--- src/rtl/result_display_queue_if.sv ---
// Bus bundle between the dual-issue ALU retire stage, the display tick source
// and the result display queue.
interface result_display_queue_if #(
  parameter int DEPTH = 8
);
  localparam int unsigned CNT_W = $clog2(DEPTH) + 1;

  logic              push1;
  logic [31:0]       data1;
  logic              push2;
  logic [31:0]       data2;
  logic              tick;
  logic              flush;
  logic [7:0]        disp_value;
  logic              disp_valid;
  logic [CNT_W-1:0]  count;
  logic              full;
  logic              empty;
  logic              overflow;
  logic [7:0]        dropped;

  modport master (
    output push1, data1, push2, data2, tick, flush,
    input  disp_value, disp_valid, count, full, empty, overflow, dropped
  );

  modport slave (
    input  push1, data1, push2, data2, tick, flush,
    output disp_value, disp_valid, count, full, empty, overflow, dropped
  );
endinterface

--- src/rtl/result_display_queue.sv ---
// In-order queue of dual-issue ALU results; each result's low byte is held on
// the 7-segment display for HOLD_TICKS display ticks.
module result_display_queue #(
  parameter int DEPTH      = 8,
  parameter int HOLD_TICKS = 2
) (
  input  logic                   clk,
  input  logic                   reset,
  result_display_queue_if.slave  bus
);
  localparam int unsigned PTR_W  = $clog2(DEPTH);
  localparam int unsigned CNT_W  = PTR_W + 1;
  localparam int unsigned HOLD_W = (HOLD_TICKS > 1) ? $clog2(HOLD_TICKS) : 1;

  typedef enum logic {S_IDLE, S_SHOW} state_t;

  state_t             state_q, state_d;
  logic [HOLD_W-1:0]  hold_cnt_q, hold_cnt_d;
  logic [7:0]         disp_value_q, disp_value_d;
  logic [PTR_W-1:0]   head_q, tail_q;
  logic [CNT_W-1:0]   count_q;
  logic               full_q, empty_q, overflow_q;
  logic [7:0]         dropped_q;
  logic [31:0]        mem [DEPTH];

  logic               pop;
  logic               acc1, acc2, drop1, drop2;
  logic [CNT_W-1:0]   free, n_acc, count_d;
  logic [PTR_W-1:0]   tail2;
  logic [8:0]         drop_sum;
  logic [31:0]        head_data;

  // Acceptance is judged on the registered count; a same-cycle pop frees nothing.
  always_comb begin
    free     = CNT_W'(DEPTH) - count_q;
    acc1     = bus.push1 && (free != '0);
    acc2     = bus.push2 && ((free >= CNT_W'(2)) || ((free == CNT_W'(1)) && !bus.push1));
    drop1    = bus.push1 && !acc1;
    drop2    = bus.push2 && !acc2;
    n_acc    = CNT_W'(acc1) + CNT_W'(acc2);
    tail2    = tail_q + PTR_W'(acc1);
    drop_sum = {1'b0, dropped_q} + 9'(drop1) + 9'(drop2);
    head_data = mem[head_q];
  end

  // Display FSM: next state, hold counter, displayed byte and pop request.
  always_comb begin
    state_d      = state_q;
    hold_cnt_d   = hold_cnt_q;
    disp_value_d = disp_value_q;
    pop          = 1'b0;
    case (state_q)
      S_IDLE: begin
        if (count_q != '0) begin
          pop          = 1'b1;
          disp_value_d = head_data[7:0];
          hold_cnt_d   = '0;
          state_d      = S_SHOW;
        end
      end
      S_SHOW: begin
        if (bus.tick) begin
          if (hold_cnt_q != HOLD_W'(HOLD_TICKS - 1)) begin
            hold_cnt_d = hold_cnt_q + HOLD_W'(1);
          end else if (count_q != '0) begin
            pop          = 1'b1;
            disp_value_d = head_data[7:0];
            hold_cnt_d   = '0;
          end else begin
            state_d      = S_IDLE;
            disp_value_d = '0;
            hold_cnt_d   = '0;
          end
        end
      end
      default: begin
        state_d      = S_IDLE;
        disp_value_d = '0;
        hold_cnt_d   = '0;
      end
    endcase
    count_d = count_q - CNT_W'(pop) + n_acc;
  end

  always_ff @(posedge clk or posedge reset) begin
    if (reset) begin
      state_q <= S_IDLE;
    end else if (bus.flush) begin
      state_q <= S_IDLE;
    end else begin
      state_q <= state_d;
    end
  end

  always_ff @(posedge clk or posedge reset) begin
    if (reset) begin
      hold_cnt_q   <= '0;
      disp_value_q <= '0;
      head_q       <= '0;
      tail_q       <= '0;
      count_q      <= '0;
      full_q       <= 1'b0;
      empty_q      <= 1'b1;
      overflow_q   <= 1'b0;
      dropped_q    <= '0;
    end else if (bus.flush) begin
      hold_cnt_q   <= '0;
      disp_value_q <= '0;
      head_q       <= '0;
      tail_q       <= '0;
      count_q      <= '0;
      full_q       <= 1'b0;
      empty_q      <= 1'b1;
      overflow_q   <= 1'b0;
      dropped_q    <= '0;
    end else begin
      hold_cnt_q   <= hold_cnt_d;
      disp_value_q <= disp_value_d;
      head_q       <= head_q + PTR_W'(pop);
      tail_q       <= tail_q + PTR_W'(n_acc);
      count_q      <= count_d;
      full_q       <= (count_d == CNT_W'(DEPTH));
      empty_q      <= (count_d == '0);
      overflow_q   <= overflow_q | drop1 | drop2;
      dropped_q    <= drop_sum[8] ? 8'hFF : drop_sum[7:0];
    end
  end

  // Storage needs no reset: entries are only read once count says they are valid.
  always_ff @(posedge clk) begin
    if (!bus.flush) begin
      for (int i = 0; i < DEPTH; i++) begin
        if (acc1 && (PTR_W'(i) == tail_q)) mem[i] <= bus.data1;
        if (acc2 && (PTR_W'(i) == tail2))  mem[i] <= bus.data2;
      end
    end
  end

  assign bus.disp_value = disp_value_q;
  assign bus.disp_valid = (state_q == S_SHOW);
  assign bus.count      = count_q;
  assign bus.full       = full_q;
  assign bus.empty      = empty_q;
  assign bus.overflow   = overflow_q;
  assign bus.dropped    = dropped_q;
endmodule

--- src/flat_wrapper.sv ---
// flat-port wrapper written by rule: the top's interface ports become plain ports
module result_display_queue_flat 
#(
  parameter int DEPTH      = 8,
  parameter int HOLD_TICKS = 2
)
  (clk, reset, bus_push1, bus_data1, bus_push2, bus_data2, bus_tick, bus_flush, bus_disp_value, bus_disp_valid, bus_count, bus_full, bus_empty, bus_overflow, bus_dropped);
  result_display_queue_if #(.DEPTH(DEPTH)) bus_i ();
  input  logic clk;
  input  logic reset;
  input wire logic [$bits(bus_i.push1)-1:0] bus_push1;
  input wire logic [$bits(bus_i.data1)-1:0] bus_data1;
  input wire logic [$bits(bus_i.push2)-1:0] bus_push2;
  input wire logic [$bits(bus_i.data2)-1:0] bus_data2;
  input wire logic [$bits(bus_i.tick)-1:0] bus_tick;
  input wire logic [$bits(bus_i.flush)-1:0] bus_flush;
  output wire logic [$bits(bus_i.disp_value)-1:0] bus_disp_value;
  output wire logic [$bits(bus_i.disp_valid)-1:0] bus_disp_valid;
  output wire logic [$bits(bus_i.count)-1:0] bus_count;
  output wire logic [$bits(bus_i.full)-1:0] bus_full;
  output wire logic [$bits(bus_i.empty)-1:0] bus_empty;
  output wire logic [$bits(bus_i.overflow)-1:0] bus_overflow;
  output wire logic [$bits(bus_i.dropped)-1:0] bus_dropped;
  assign bus_i.push1 = bus_push1;
  assign bus_i.data1 = bus_data1;
  assign bus_i.push2 = bus_push2;
  assign bus_i.data2 = bus_data2;
  assign bus_i.tick = bus_tick;
  assign bus_i.flush = bus_flush;
  assign bus_disp_value = bus_i.disp_value;
  assign bus_disp_valid = bus_i.disp_valid;
  assign bus_count = bus_i.count;
  assign bus_full = bus_i.full;
  assign bus_empty = bus_i.empty;
  assign bus_overflow = bus_i.overflow;
  assign bus_dropped = bus_i.dropped;
  result_display_queue #(.DEPTH(DEPTH), .HOLD_TICKS(HOLD_TICKS)) u_core (.clk(clk), .reset(reset), .bus(bus_i));
endmodule
--- config.mk ---
export PLATFORM = sky130hd
export DESIGN_NAME = result_display_queue_flat
export DESIGN_NICKNAME = d
export VERILOG_FILES = /design/src/rtl/result_display_queue_if.sv /design/src/rtl/result_display_queue.sv /design/src/flat_wrapper.sv
export SDC_FILE = /design/constraint.sdc
export NUM_CORES = 1
export LEC_CHECK = 0
export CELL_PAD_IN_SITES_DETAIL_PLACEMENT = 1
export CELL_PAD_IN_SITES_GLOBAL_PLACEMENT = 2
export CORE_ASPECT_RATIO = 1.4
export CORE_UTILIZATION = 30
export DETAILED_ROUTE_END_ITERATION = 8
export GPL_TIMING_DRIVEN = 0
export PLACE_DENSITY_LB_ADDON = 0.12
export SLEW_MARGIN = 30
export SYNTH_ARGS = -nofsm -noshare
export SYNTH_HDL_FRONTEND = slang
export SYNTH_SLANG_ARGS = --single-unit
--- constraint.sdc ---
create_clock -name clk -period 5.51 [get_ports clk]
set_clock_uncertainty 0.1 [all_clocks]
set_input_delay 1.653 -clock clk [delete_from_list [all_inputs] [get_ports clk]]
set_output_delay 1.653 -clock clk [all_outputs]
set_load 0.1 [all_outputs]
==> impl_metrics.toml <==
[outcome]
violations = "DRC"
status = "finished with violations"

[detailed_routing]
wl_microns = 13200
firstDrtPassIters = 6
drt_iter0_drc = 88
remaining_drc_errors = 17
ant_nets = 0
via_per_inst = 4.94
vias = 2996
wl_per_cell_microns = 21.9

[sta]
rsz0062_at_grt = "no"
final_max_slew_viol_count = 0
max-slew-margin-rel_pct = 35.3
hold_viol = 0
period_needed_ps = 4560
finalCritPeriodShare_pct = 82.8
finalSetupTns_ps = 0
clock.fmax_mhz = 219
setup_viol = 0
tightest_slew_ps = 968

[setup_path]
slowest_stage = "clkdlybuf4s50_1"
max_stage_delay_ps = 480
critPathKind = "in2reg"
arrival_ps = 4700
r2r_slack_ps = 1470
r2r_start = "u_core.bus.count[1]"
worstRegToRegCells = 12
r2r_end = "u_core.mem[0][0]"
cp_cell_sequence = "clkdlybuf4s50_1 -> inv_1 -> a211oi_1 -> nand2_4 -> and2_2 -> ha_1 -> inv_1 -> ha_1 -> inv_1 -> ha_1 -> a21o_1 -> a21oi_1 -> xnor2_1 -> nor2_1 -> and2_1"
cp.required_ps = 5650
worstPathMaxFanout = 9
crit_start = "bus_push1"
worstSetupEndpoint = "u_core.bus.full"
cp-end-kind = "flop"
start_kind = "input pin"

[placement]
place_hpwl_microns = 9340
portBuffers = 45
place.gp.congestion = 0.715
placed_area_sq_um = 5850

[yosys]
syn_area_sq_um = 5050
synthArstFlopShare_pct = 32.6
synth_cells = 342
synthFlopType = "edfxtp_1"
yosys_warnings = 0
synth.distinct_cells = 47
synthesis.nets = 432
syn_avg_cell_area_sq_um = 14.8
ys_seq_area_share_pct = 53.5
ys_ff_latch = 95
synth_edf_count = 64

[pwr]
p_leak_nw = 2.28
cellPowerDensity_nw_per_um2 = 504
ir_worst_vdd_uv = 134

[finish]
syn_to_final_growth_pct = 21.8
finalNetCount = 492
postLayoutCellArea_sq_um = 6150
antenna_cells = 0
fillCellCount = 1703
layout-drive-gt1-share_pct = 31.0

[floorplanning]
fp.dieW_microns = 112
core_area_sq_um = 16300
start_util_pct = 30.9
core.rowCount = 55
ios = 94
dieArea_sq_um = 17400
fp.dieH_microns = 155

[clocking]
clk_pin_slew_worst_paths_ps = 70
clock_latency_ps = 360
cts_buffers = 9
clock_path_buffers = 2
cts_tree = "done"
ctsResizeCount = 0
htreeDepth = 3
cts.sinks = 95
hold_buffers = 0
post_cts_buffers = 0
clock-root-buffer = "clkbuf_16"

[worst_hold_path]
hold_class = "reg2reg"

[global_route]
grt_max_degree = 32
grt_pass1_vias = 3388
grt_pass1_wl_microns = 20700
grt_use_total_pct = 16.7
antenna_found_initial = 0
overflow = 0

[run]
drv_cap = 0
## worst max-delay path: cells and delay by family
family	cells	cell delay (ps)
AO/OA/AOI/OAI	3	760
adder cells (fa/ha/maj)	3	660
buffers and inverters	4	740
AND/OR/NAND/NOR	4	720
XOR/XNOR	1	170
## layer usage
metal	share of wire [%]	global-route usage [%]	wire length, microns
met1	41	18.8	5390
met2	55	31.5	7350
met3	2.0	1.68	259
met4	1.9	7.72	255
met5	0	0	0
## kinds of logic after synthesis
family          share of synthesized area [%]
flops                                    53.5
mux                                      24.4
simple gates                             8.08
compound gates                           4.04
buf+inv                                  2.85
fa+ha+maj                                5.41
xor+xnor                                 1.74
## flip-flops by register name (all words and copies together) (netlist names)
signal,flops
u_core.bus.disp_valid,1
u_core.hold_cnt_q,1
u_core.bus.empty,1
u_core.bus.full,1
u_core.head_q,3
u_core.bus.overflow,1
u_core.tail_q,3
u_core.bus.dropped,8
u_core.bus.count,4
u_core.bus.disp_value,8
u_core.mem,64
## final cells by class
class	instances	area, sq um	area share [%]
clock inverter	3	22.5	0.366
inverter	18	67.6	1.10
multi-input combinational	219	2270	36.9
clock buffer	13	272	4.42
sequential	95	2700	43.9
timing repair buffer	49	492	8.00
buffer	10	76.3	1.24
tap	199	249	4.05
## worst min-delay path by stage
stage / startpoint / to / slack [ps] / cells after the start
after global placement: u_core.bus.disp_value[3] / u_core.bus.disp_value[3] / 370 / 2
final: u_core.bus.disp_value[3] / u_core.bus.disp_value[3] / 390 / 2
after floorplan: u_core.hold_cnt_q / u_core.hold_cnt_q / 450 / 2
after global routing: u_core.bus.disp_value[7] / u_core.bus.disp_value[7] / 420 / 2
after CTS: u_core.bus.disp_value[3] / u_core.bus.disp_value[3] / 390 / 2
after detailed placement: u_core.bus.disp_value[3] / u_core.bus.disp_value[3] / 380 / 2
## cell usage in the layout, fill, tap and decap left out, types with 3 or more instances in the layout
master           instances
edfxtp_1                64
mux2_2                  48
clkdlybuf4s50_1         45
dfrtp_1                 30
nand2_1                 20
inv_1                   17
ha_1                    17
mux4_2                  16
mux2_4                  16
nor2_1                  12
o21ai_0                 10
clkbuf_16               10
mux2i_1                  9
a21oi_1                  7
xnor2_1                  7
clkbuf_1                 6
and3_1                   5
nor2b_1                  5
nand3_2                  4
nand3_1                  4
o31ai_4                  4
xor2_1                   3
fa_1                     3
buf_6                    3
## power by group
group / internal [W] / switching [W]
clock network: 0.000348 / 0.000281
registers: 0.000916 / 0.0000775
logic: 0.000520 / 0.000955
total: 0.00178 / 0.00131
## cell usage after synthesis (all sizes together) (3+ instances only)
cell type / instances / area share (%)
a21oi: 7 / 0.69
and2: 3 / 0.40
and3: 6 / 0.77
buf: 6 / 1.2
clkbuf: 4 / 0.30
dfrtp: 30 / 15
edfxtp: 64 / 38
fa: 3 / 1.2
ha: 17 / 4.2
inv: 18 / 1.3
mux2: 64 / 15
mux2i: 9 / 1.8
mux4: 16 / 7.1
nand2: 21 / 1.7
nand3: 8 / 1.2
nor2: 12 / 0.89
nor2b: 5 / 0.62
nor3b: 3 / 0.55
o21ai: 12 / 1.2
o31ai: 4 / 0.60
xnor2: 7 / 1.2
xor2: 3 / 0.52
## metrics by stage
stage          power [W]  cells  setup slack (ps)  hold slack [ps]  util [%]
3_5_place_dp     0.00252    590               553              375      35.9
4_1_cts          0.00315    606               903              391      37.7
6_report         0.00310    606               950              386      37.7
3_3_place_gp     0.00245    586               435              375      35.2
2_1_floorplan    0.00206    342              1390              449         -
5_1_grt          0.00327    606               724              424      37.7
Power figures use the tool's default switching activity.
